==> src/rtl/fa_serial_ctrl.sv <==
// Bit-serial add/subtract sequencer: one registered full-adder cell stepped
// LSB-first over WIDTH clocks, with valid/ready handshakes on both sides.
module fa_serial_ctrl #(
    parameter int unsigned WIDTH = 8
) (
    input  logic             ck,
    input  logic             rst,
    input  logic             in_valid,
    output logic             in_ready,
    input  logic [WIDTH-1:0] op_a,
    input  logic [WIDTH-1:0] op_b,
    input  logic             sub,
    output logic             out_valid,
    input  logic             out_ready,
    output logic [WIDTH-1:0] sum,
    output logic             cout,
    output logic             ovf,
    output logic             busy
);

    localparam int unsigned CNT_W = (WIDTH > 2) ? $clog2(WIDTH) : 1;
    localparam logic [CNT_W-1:0] LAST_BIT = CNT_W'(WIDTH - 1);

    typedef enum logic [1:0] {
        IDLE = 2'd0,
        RUN  = 2'd1,
        DONE = 2'd2
    } state_t;

    state_t           state_q, state_d;
    logic [CNT_W-1:0] cnt_q, cnt_d;
    logic             carry_q, carry_d;
    logic [WIDTH-1:0] a_q, a_d;
    logic [WIDTH-1:0] b_q, b_d;
    logic [WIDTH-1:0] sum_q, sum_d;
    logic             cout_q, cout_d;
    logic             ovf_q, ovf_d;

    logic             accept;
    logic             step;
    logic             last_step;
    logic             fa_s;
    logic             fa_c;

    function automatic logic fa_sum(input logic a, input logic b, input logic c);
        return a ^ b ^ c;
    endfunction

    function automatic logic fa_carry(input logic a, input logic b, input logic c);
        return (a & b) | (a & c) | (b & c);
    endfunction

    // State register
    always_ff @(posedge ck) begin
        if (rst) begin
            state_q <= IDLE;
        end else begin
            state_q <= state_d;
        end
    end

    // Next-state logic
    always_comb begin
        state_d = state_q;
        unique case (state_q)
            IDLE: if (in_valid) state_d = RUN;
            RUN:  if (cnt_q == LAST_BIT) state_d = DONE;
            DONE: if (out_ready) state_d = IDLE;
            default: state_d = IDLE;
        endcase
    end

    // Outputs decoded from state only, so in_ready never depends on in_valid
    always_comb begin
        in_ready  = 1'b0;
        out_valid = 1'b0;
        busy      = 1'b0;
        unique case (state_q)
            IDLE: in_ready = 1'b1;
            RUN:  busy = 1'b1;
            DONE: begin
                out_valid = 1'b1;
                busy      = 1'b1;
            end
            default: in_ready = 1'b0;
        endcase
    end

    assign accept    = in_valid & in_ready;
    assign step      = (state_q == RUN);
    assign last_step = step & (cnt_q == LAST_BIT);
    assign fa_s      = fa_sum(a_q[0], b_q[0], carry_q);
    assign fa_c      = fa_carry(a_q[0], b_q[0], carry_q);

    // Datapath next state: operands shift right, sum fills from the MSB end
    always_comb begin
        a_d     = a_q;
        b_d     = b_q;
        carry_d = carry_q;
        cnt_d   = cnt_q;
        sum_d   = sum_q;
        cout_d  = cout_q;
        ovf_d   = ovf_q;
        if (accept) begin
            a_d     = op_a;
            b_d     = sub ? ~op_b : op_b;
            carry_d = sub;
            cnt_d   = '0;
        end else if (step) begin
            a_d     = a_q >> 1;
            b_d     = b_q >> 1;
            carry_d = fa_c;
            cnt_d   = cnt_q + CNT_W'(1);
            sum_d   = {fa_s, sum_q[WIDTH-1:1]};
            if (last_step) begin
                cout_d = fa_c;
                ovf_d  = carry_q ^ fa_c;
            end
        end
    end

    always_ff @(posedge ck) begin
        if (rst) begin
            cnt_q   <= '0;
            carry_q <= 1'b0;
            sum_q   <= '0;
            cout_q  <= 1'b0;
            ovf_q   <= 1'b0;
        end else begin
            cnt_q   <= cnt_d;
            carry_q <= carry_d;
            sum_q   <= sum_d;
            cout_q  <= cout_d;
            ovf_q   <= ovf_d;
        end
    end

    // Operand shifters are fully reloaded on every accept, so they need no reset
    always_ff @(posedge ck) begin
        a_q <= a_d;
        b_q <= b_d;
    end

    assign sum  = sum_q;
    assign cout = cout_q;
    assign ovf  = ovf_q;

endmodule

==> config.mk <==
export PLATFORM = sky130hd
export DESIGN_NAME = fa_serial_ctrl
export DESIGN_NICKNAME = d
export VERILOG_FILES = /design/src/rtl/fa_serial_ctrl.sv
export SDC_FILE = /design/constraint.sdc
export NUM_CORES = 1
export LEC_CHECK = 0
export ABC_AREA = 1
export CELL_PAD_IN_SITES_DETAIL_PLACEMENT = 1
export CELL_PAD_IN_SITES_GLOBAL_PLACEMENT = 1
export CORE_MARGIN = 2
export CORE_UTILIZATION = 34
export CTS_CLUSTER_DIAMETER = 60
export DETAILED_ROUTE_END_ITERATION = 16
export PLACE_DENSITY_LB_ADDON = 0.12
export REMOVE_ABC_BUFFERS = 1
export SYNTH_ARGS = -nofsm -noshare
export SYNTH_HDL_FRONTEND = slang
export SYNTH_SLANG_ARGS = --single-unit
==> constraint.sdc <==
create_clock -name ck -period 1.6 [get_ports ck]
set_input_delay 0.32 -clock ck [delete_from_list [all_inputs] [get_ports ck]]
set_output_delay 0.32 -clock ck [all_outputs]
set_load 0.05 [all_outputs]
# --- Word level (Yosys, flattened, before mapping) ---
# Cells that the tools add are included.
op_classes:
  mux: 14
  bitwise: 12
  n_addsub: 1
  eq_ne: 6
  reduce_logical: 7
ops:
  columns: ["cell", "count"]
  rows:
  - ["two-way mux 8 bit", 5]
  - ["NOT 8 bit", 1]
  - ["two-way mux 2 bit", 3]
  - ["one-hot mux 2 bit (3 select lines)", 1]
  - ["AND reduction 3 bit", 2]
  - ["bitwise AND 1 bit", 5]
  - ["two-way mux 1 bit", 5]
  - ["inequality test 2 bit (second input constant)", 2]
  - ["OR reduction 2 bit", 2]
  - ["adder 3 x 1 -> 3 bit (second input constant)", 1]
  - ["equality test 3 bit (second input constant)", 1]
  - ["XOR 1 bit", 3]
  - ["equality test 2 x 1 -> 1 bit (second input constant)", 1]
  - ["equality test 2 bit (second input constant)", 1]
  - ["logical NOT 2 bit", 1]
  - ["inequality test 2 x 1 -> 1 bit (second input constant)", 1]
  - ["bitwise OR 1 bit", 2]
  - ["AND reduction 2 bit", 1]
  - ["nonzero test 2 bit", 1]
  - ["NOT 1 bit", 1]
totals:
  elab_cells: 48
  ff_bits: 32
  input_bits: 21

# --- Logic depth before layout (Yosys ltp) ---
# Gate-level depths: netlist of the first run.
logic_depth:
  depth_word: 5
  mapped_depth: 8
  mapped_depth_nobuf: 8

# --- Worst setup path before layout of the first run ---
# No wires, ideal clock.
synth_path:
  kind: "register -> register"
  from: "register state_q[1]"
  to: "register a_q[0], enable pin"
  required_time_ps: 1228
  synth_period_minus_slack_ps: 2051
  stages_incl_launch_ff: 6
  setup_time_ps: 372
  arrival_ps: 1680
  setup_slack_ps: -451
  path_cell_list: "dfxtp_1 -> inv_1 -> ha_1 -> nand2_4 -> buf_4 -> nand2_1"
synth_via:
  elab_chain_cells: 4
  elab_cells_between_ends: 5
  cone_classes: "eq/ne: 1; mux: 1; bitwise: 1; reduce/logical: 2"
synth_lines:
  columns: ["item", "line_no", "source"]
  rows:
  - ["start, declared", "30", "state_t state_q, state_d;"]
  - ["start signal, assigned", "58", "state_q <= state_d;"]
  - ["logical NOT 2 bit", "78", "unique case (state_q)"]
  - ["two-way mux 1 bit", "78", null]
  - ["via in_ready", "9", "output logic in_ready,"]
  - ["bitwise AND 1 bit", "89", "assign accept = in_valid & in_ready;"]
  - ["nonzero test 2 bit (no line)", null, null]
  - ["end signal, assigned", "140", "a_q <= a_d;"]
  - ["end, declared", "33", "logic [WIDTH-1:0] a_q, a_d;"]
# The timed path passes the listed nets, and every way through them passes these cells.
# A chain may end at the register's enable or synchronous reset.

# --- Worst setup path after layout of the first run ---
layout_path:
  from: "register state_q[0]"
  to: "output port in_ready"
layout_via:
  elab_chain_cells: 2
layout_lines:
  columns: ["item", "line_no"]
  rows:
  - ["logical NOT 2 bit", "78"]
  - ["two-way mux 1 bit", "78"]
  - ["end, declared", "9"]
# Every way passes these cells.

==> results of run 1 <==
-- routing by layer --
metal	vias up	part of all wire [%]	GRT usage, %
li1	551	-	-
met2	25	51	24.36
met4	0	0.78	5.229
met3	2	4.8	4.215
met1	511	43	16.10
met5	-	0	0
-- layout by cell type (no fill, tap or decap) --
cell / synthesis / routed
a21oi_1: 4 / 4
a31oi_1: 1 / 1
buf_12: 0 / 4
buf_4: 3 / 16
clkbuf_1: 0 / 2
clkbuf_8: 0 / 6
clkdlybuf4s50_1: 0 / 20
dfxtp_1: 16 / 15
dfxtp_2: 0 / 1
edfxtp_1: 16 / 16
fa_1: 1 / 1
ha_1: 6 / 5
ha_2: 0 / 1
inv_1: 11 / 9
inv_2: 0 / 2
mux2_2: 7 / 7
nand2_1: 22 / 22
nand2_4: 1 / 1
nand3_1: 2 / 2
nor2_1: 23 / 23
o21a_1: 1 / 1
o21ai_0: 9 / 9
o21ai_1: 8 / 8
xnor2_1: 9 / 9
xor2_1: 1 / 1
-- synthesized netlist by cell type --
cell type | number | share of area, %
ha_1 | 6 | 5.2
nand2_1 | 22 | 5.7
o21ai_0 | 9 | 3.1
xor2_1 | 1 | 0.60
nand2_4 | 1 | 0.77
o21ai_1 | 8 | 2.7
a31oi_1 | 1 | 0.43
fa_1 | 1 | 1.4
edfxtp_1 | 16 | 33
buf_2 | 1 | 0.34
mux2_2 | 7 | 5.4
nand3_1 | 2 | 0.69
buf_6 | 1 | 0.77
clkbuf_2 | 1 | 0.34
o21a_1 | 1 | 0.52
inv_1 | 11 | 2.8
buf_4 | 3 | 1.5
a21oi_1 | 4 | 1.4
dfxtp_1 | 16 | 22
xnor2_1 | 9 | 5.4
nor2_1 | 23 | 5.9
-- registers in the layout (all words and copies together), names as in the netlist --
register,cells
a_q,8
b_q,8
carry_q,1
cnt_q,3
cout,1
ovf,1
state_q,2
sum,8
-- cell families (layout without fill, tap and decap cells) --
family                   Yosys count  after routing  share of synthesized area [%]
AND/OR/NAND/NOR                   48             48                          13.06
multiplexers                       7              7                          5.413
flip-flops                        32             32                          54.98
buffers and inverters             17             59                          5.841
adder cells (fa/ha/maj)            7              7                          6.529
AO/OA/AOI/OAI                     23             23                          8.162
XOR/XNOR                          10             10                          6.014
-- final timing paths --
check | start | cells past startpoint | to | slack, ns
min | cout | 2 | cout | 0.46
min reg2reg | cout | 2 | cout | 0.46
max | state_q[0] | 4 | in_ready | 0.08
max reg2reg | state_q[0] | 4 | a_q[4] | 0.23
-- worst register-to-register path, stage by stage, from the launching register on --
cell and delay [ns]:
dfxtp_2 0.36, inv_2 0.06, ha_2 0.20, nand2_4 0.14
mux2_2 0.35
-- through the flow --
stage	total power [µW]	utilization [%]	cell area, µm²	std cells	TNS, ns
detailed placement	3634	46.22	1876	228	-0.1148
finish	4225	48.54	1969	236	0
CTS	4288	48.54	1969	236	0
floorplan	2763	-	1413	138	-8.626
global placement	3532	46.22	1876	228	0
global route	4524	48.54	1969	236	0
-- final cells by class --
| class | count | area (µm²) | area share [%] |
|---|---|---|---|
| flip-flops and latches | 32 | 802.0 | 40.72 |
| multi-input cells | 95 | 573.1 | 29.10 |
| repair buffers | 40 | 400.4 | 20.33 |
| clock buffers | 8 | 90.09 | 4.574 |
| well taps | 50 | 62.56 | 3.177 |
| inverters | 11 | 41.29 | 2.097 |
-- power groups by stage --
stage,Clock (µW),Sequential [µW],Combinational [µW]
6_report,632,1490,2100
3_3_place_gp,0,1490,2040
5_1_grt,679,1540,2300
4_1_cts,650,1500,2140
3_5_place_dp,0,1510,2120
2_1_floorplan,0,1730,1030
-- repair_timing --
item,in CTS,in global routing
resized for setup,2,2
buffers inserted,0,0
setup endpoints to repair,2,2
==> impl_metrics.ini, run 1 <==
[die]
start_util_pct = 35.89
die_area_mm2 = 0.004823
core_mm2 = 0.004058
die-height_um = 69.45
io_pins = 34
fp.dieW_um = 69.45
rows = 23

[drt]
first_iter_violations = 44
via_count = 1089
wl_per_cell_um = 12.99
wl_mm = 3.065
antenna_left = 0
drc = 0
first_pass_iters = 2
via_per_inst = 4.614

[setup_path]
worst-path-buf-inv = 3
crit_family = flip-flops
crit_type = reg -> out
crit_path_max_fanout = 3
worstSetupStartpointType = register
worstPathRequired_ns = 1.28
arrival_ns = 1.20
crit_chain = inv_2 > ha_2 > buf_4 > buf_12
end_kind = output port
crit_path_top_delay_cell = dfxtp_2
critPathMaxStageDelay_ns = 0.36

[min_path]
min_path_type = reg -> reg

[cts]
clock-sinks = 32
clkTransAtPathRegs_ns = 0.07
clockRootBuffer = clkbuf_8
clk_path_buf_depth = 2
clk_latency_ns = 0.27
cts_tree = built
htreeDepth = 2
cts_hold_buf = 0
numCtsBuffers = 5

[finish]
drive_gt1_share_pct = 20.43
nets = 213
fillCellCount = 455
diodes = 0
syn2layout_area_growth_pct = 35.22

[pwr]
peakVddDrop_mv = 0.7731
power_frac_comb_pct = 49.8
power_leakage_uw = 0.0008194
p_switching_uw = 1669
swShare_pct = 39.49
powerDensity_mw_per_mm2 = 2145
seqPwrFrac_pct = 35.3
clockPowerShare_pct = 15.0
cell_internal_pwr_uw = 2557

[global_routing]
antenna_found_initial = 0
grt_usage_pct = 13.99
grt_pass1_wl_mm = 5.292
grt-ovfl-total = 0
grt_max_degree = 17
grt_pass1_vias = 1125

[yosys]
synthCells = 144
synth_warnings = 0
ys_seq_area_share_pct = 54.98
syn_avg_cell_area_um2 = 10.11
synth.cell_area_mm2 = 0.001456
ys_types = 21
synth-seq-cells = 32

[timing]
skew_ns = 0.004039
drv_slew = 0
fmax_mhz = 659.9
finalSetupViolCount = 0
worstMarginPinSlew_ns = 0.3726
relSlewSlack_pct = 75.13
period_minus_slack_ns = 1.515
finalHoldViolCount = 0
grt_setup_unrepaired = false
fin_crit_sh_pct = 94.71
hold_slack_ns = 0.4559
worst_slack_ns = 0.08457

[placed_design]
hpwlAfterDp_mm = 2.340
gp_routability_congestion = 0.7075
place_ws_ns = -0.007713
portBuffers = 33

[job]
drv_cap = 0

[outcome]
status = finished clean
No activity file was read; power rests on OpenSTA's default activity.
==> run 2, diff against run 1 <==
--- a/config.mk
+++ b/config.mk
@@ -14,6 +14,8 @@
 export DETAILED_ROUTE_END_ITERATION = 16
 export PLACE_DENSITY_LB_ADDON = 0.12
 export REMOVE_ABC_BUFFERS = 1
+export SKIP_LAST_GASP = 1
 export SYNTH_ARGS = -nofsm -noshare
 export SYNTH_HDL_FRONTEND = slang
 export SYNTH_SLANG_ARGS = --single-unit
+export TNS_END_PERCENT = 20
==> results of run 2 <==
Final layout, timing and power as in run 1 (identical DEF).
==> run 3, diff against run 2 <==
--- a/config.mk
+++ b/config.mk
@@ -12,6 +12,7 @@
 export CORE_UTILIZATION = 34
 export CTS_CLUSTER_DIAMETER = 60
 export DETAILED_ROUTE_END_ITERATION = 16
+export MAX_ROUTING_LAYER = met4
 export PLACE_DENSITY_LB_ADDON = 0.12
 export REMOVE_ABC_BUFFERS = 1
 export SKIP_LAST_GASP = 1
==> impl_metrics.ini, run 3 (same netlist as run 1, synthesis figures left out) <==
[outcome]
status = finished clean

[finish]
drive_gt1_share_pct = 20.43
diodes = 0
final_core_util_pct = 48.54
final_cell_mix = 23 x nor2_1, 22 x nand2_1, 20 x clkdlybuf4s50_1
final_common_cell = nor2_1
nets = 213
syn2layout_area_growth_pct = 35.22

[die]
fp.dieW_um = 69.45
die-height_um = 69.45
start_util_pct = 35.89
die_area_mm2 = 0.004823
rows = 23
core_mm2 = 0.004058
io_pins = 34

[cts]
clk_latency_ns = 0.28
htreeDepth = 2
cts_setup_buffers = 0
cts_repair_resize_count = 2
cts_hold_buf = 0
clockRootBuffer = clkbuf_8
clock-sinks = 32
numCtsBuffers = 5
cts_tree = built
clkTransAtPathRegs_ns = 0.07
clk_path_buf_depth = 2

[drt]
first_iter_violations = 45
antenna_left = 0
wl_mm = 3.059
via_per_inst = 4.657
wl_per_cell_um = 12.96
first_pass_iters = 4
via_count = 1099
drc = 0

[global_routing]
grt_max_degree = 17
grt_pass1_wl_mm = 5.299
grt_usage_pct = 14.38
grt-ovfl-total = 0
grt_pass1_vias = 1126
antenna_found_initial = 0

[timing]
worst_slack_ns = 0.08146
finalSetupViolCount = 0
finalSetupTns_ns = 0
relSlewSlack_pct = 75.18
grt_setup_unrepaired = false
fmax_mhz = 658.5
finalHoldViolCount = 0
drv_slew = 0
skew_ns = 0.003339
worstMarginPinSlew_ns = 0.3719
period_minus_slack_ns = 1.519
fin_crit_sh_pct = 94.91

[pwr]
power_leakage_uw = 0.0008194
power_uw = 4226
peakVddDrop_mv = 0.7707
powerDensity_mw_per_mm2 = 2146

[placed_design]
gp_routability_congestion = 0.7154
hpwlAfterDp_mm = 2.340
portBuffers = 33
place_ws_ns = -0.007713

[setup_path]
worstSetupStartpointType = register
critPathMaxStageDelay_ns = 0.36
ff2ff_setup_slack_ns = 0.23
worstPathRequired_ns = 1.28
arrival_ns = 1.20
worst-path-buf-inv = 3
end_kind = output port
crit_chain = inv_2 > ha_2 > buf_4 > buf_12
rr_endpoint = a_q[4]
crit_path_max_fanout = 3
crit_path_top_delay_cell = dfxtp_2
r2r_start = state_q[0]
crit_family = flip-flops
reg2regPathDepth = 4
crit_type = reg -> out

[min_path]
hold_start = cout
hold_end = cout
min_path_type = reg -> reg
hold-path-cell-count = 2

[job]
drv_cap = 0
[run 3: worst max path at each step]
stage	start	end	slack, ns	cells past startpoint
6_report	state_q[0]	in_ready	0.08	4
5_1_grt	state_q[1]	in_ready	0.03	4
4_1_cts	state_q[1]	in_ready	0.02	4
3_5_place_dp	in_valid	b_q[5]	-0.008	4
3_3_place_gp	in_valid	b_q[7]	0.04	4
2_1_floorplan	state_q[1]	a_q[0]	-0.44	4
[run 3: stage by stage]
| step | cells | hold WS, ns | cell area, µm² |
|---|---|---|---|
| 3_3_place_gp | 228 | 0.4489 | 1876 |
| 3_5_place_dp | 228 | 0.4486 | 1876 |
| 2_1_floorplan | 138 | 0.4443 | 1413 |
| 6_report | 236 | 0.4559 | 1969 |
| 5_1_grt | 236 | 0.4756 | 1969 |
| 4_1_cts | 236 | 0.4589 | 1969 |
[run 3: routing by layer]
layer	global-route usage, %	wire length (µm)	vias up
met1	16.10	1273	512
li1	-	-	553
met4	5.229	40	0
met5	-	0	-
met2	24.36	1575	29
met3	4.215	170	5
[run 3: layout make-up]
class / instances / area (µm²)
Multi-Input combinational cell: 95 / 573.1
Timing Repair Buffer: 40 / 400.4
Clock buffer: 8 / 90.09
Inverter: 11 / 41.29
Fill cell: 455 / 2088
Tap cell: 50 / 62.56
Sequential cell: 32 / 802.0
[run 3: power by group]
| part | switching [µW] | total [µW] | leakage, µW | internal (µW) |
|---|---|---|---|---|
| clock | 282 | 632 | 0.0000455 | 351 |
| sequential | 154 | 1490 | 0.000289 | 1340 |
| combinational | 1230 | 2100 | 0.000485 | 870 |
| total | 1670 | 4230 | 0.000819 | 2560 |
[run 3: worst min-delay path: stages (launching register included)]
cell	delay [ns]
dfxtp_1	0.32
inv_1	0.05
a21oi_1	0.05
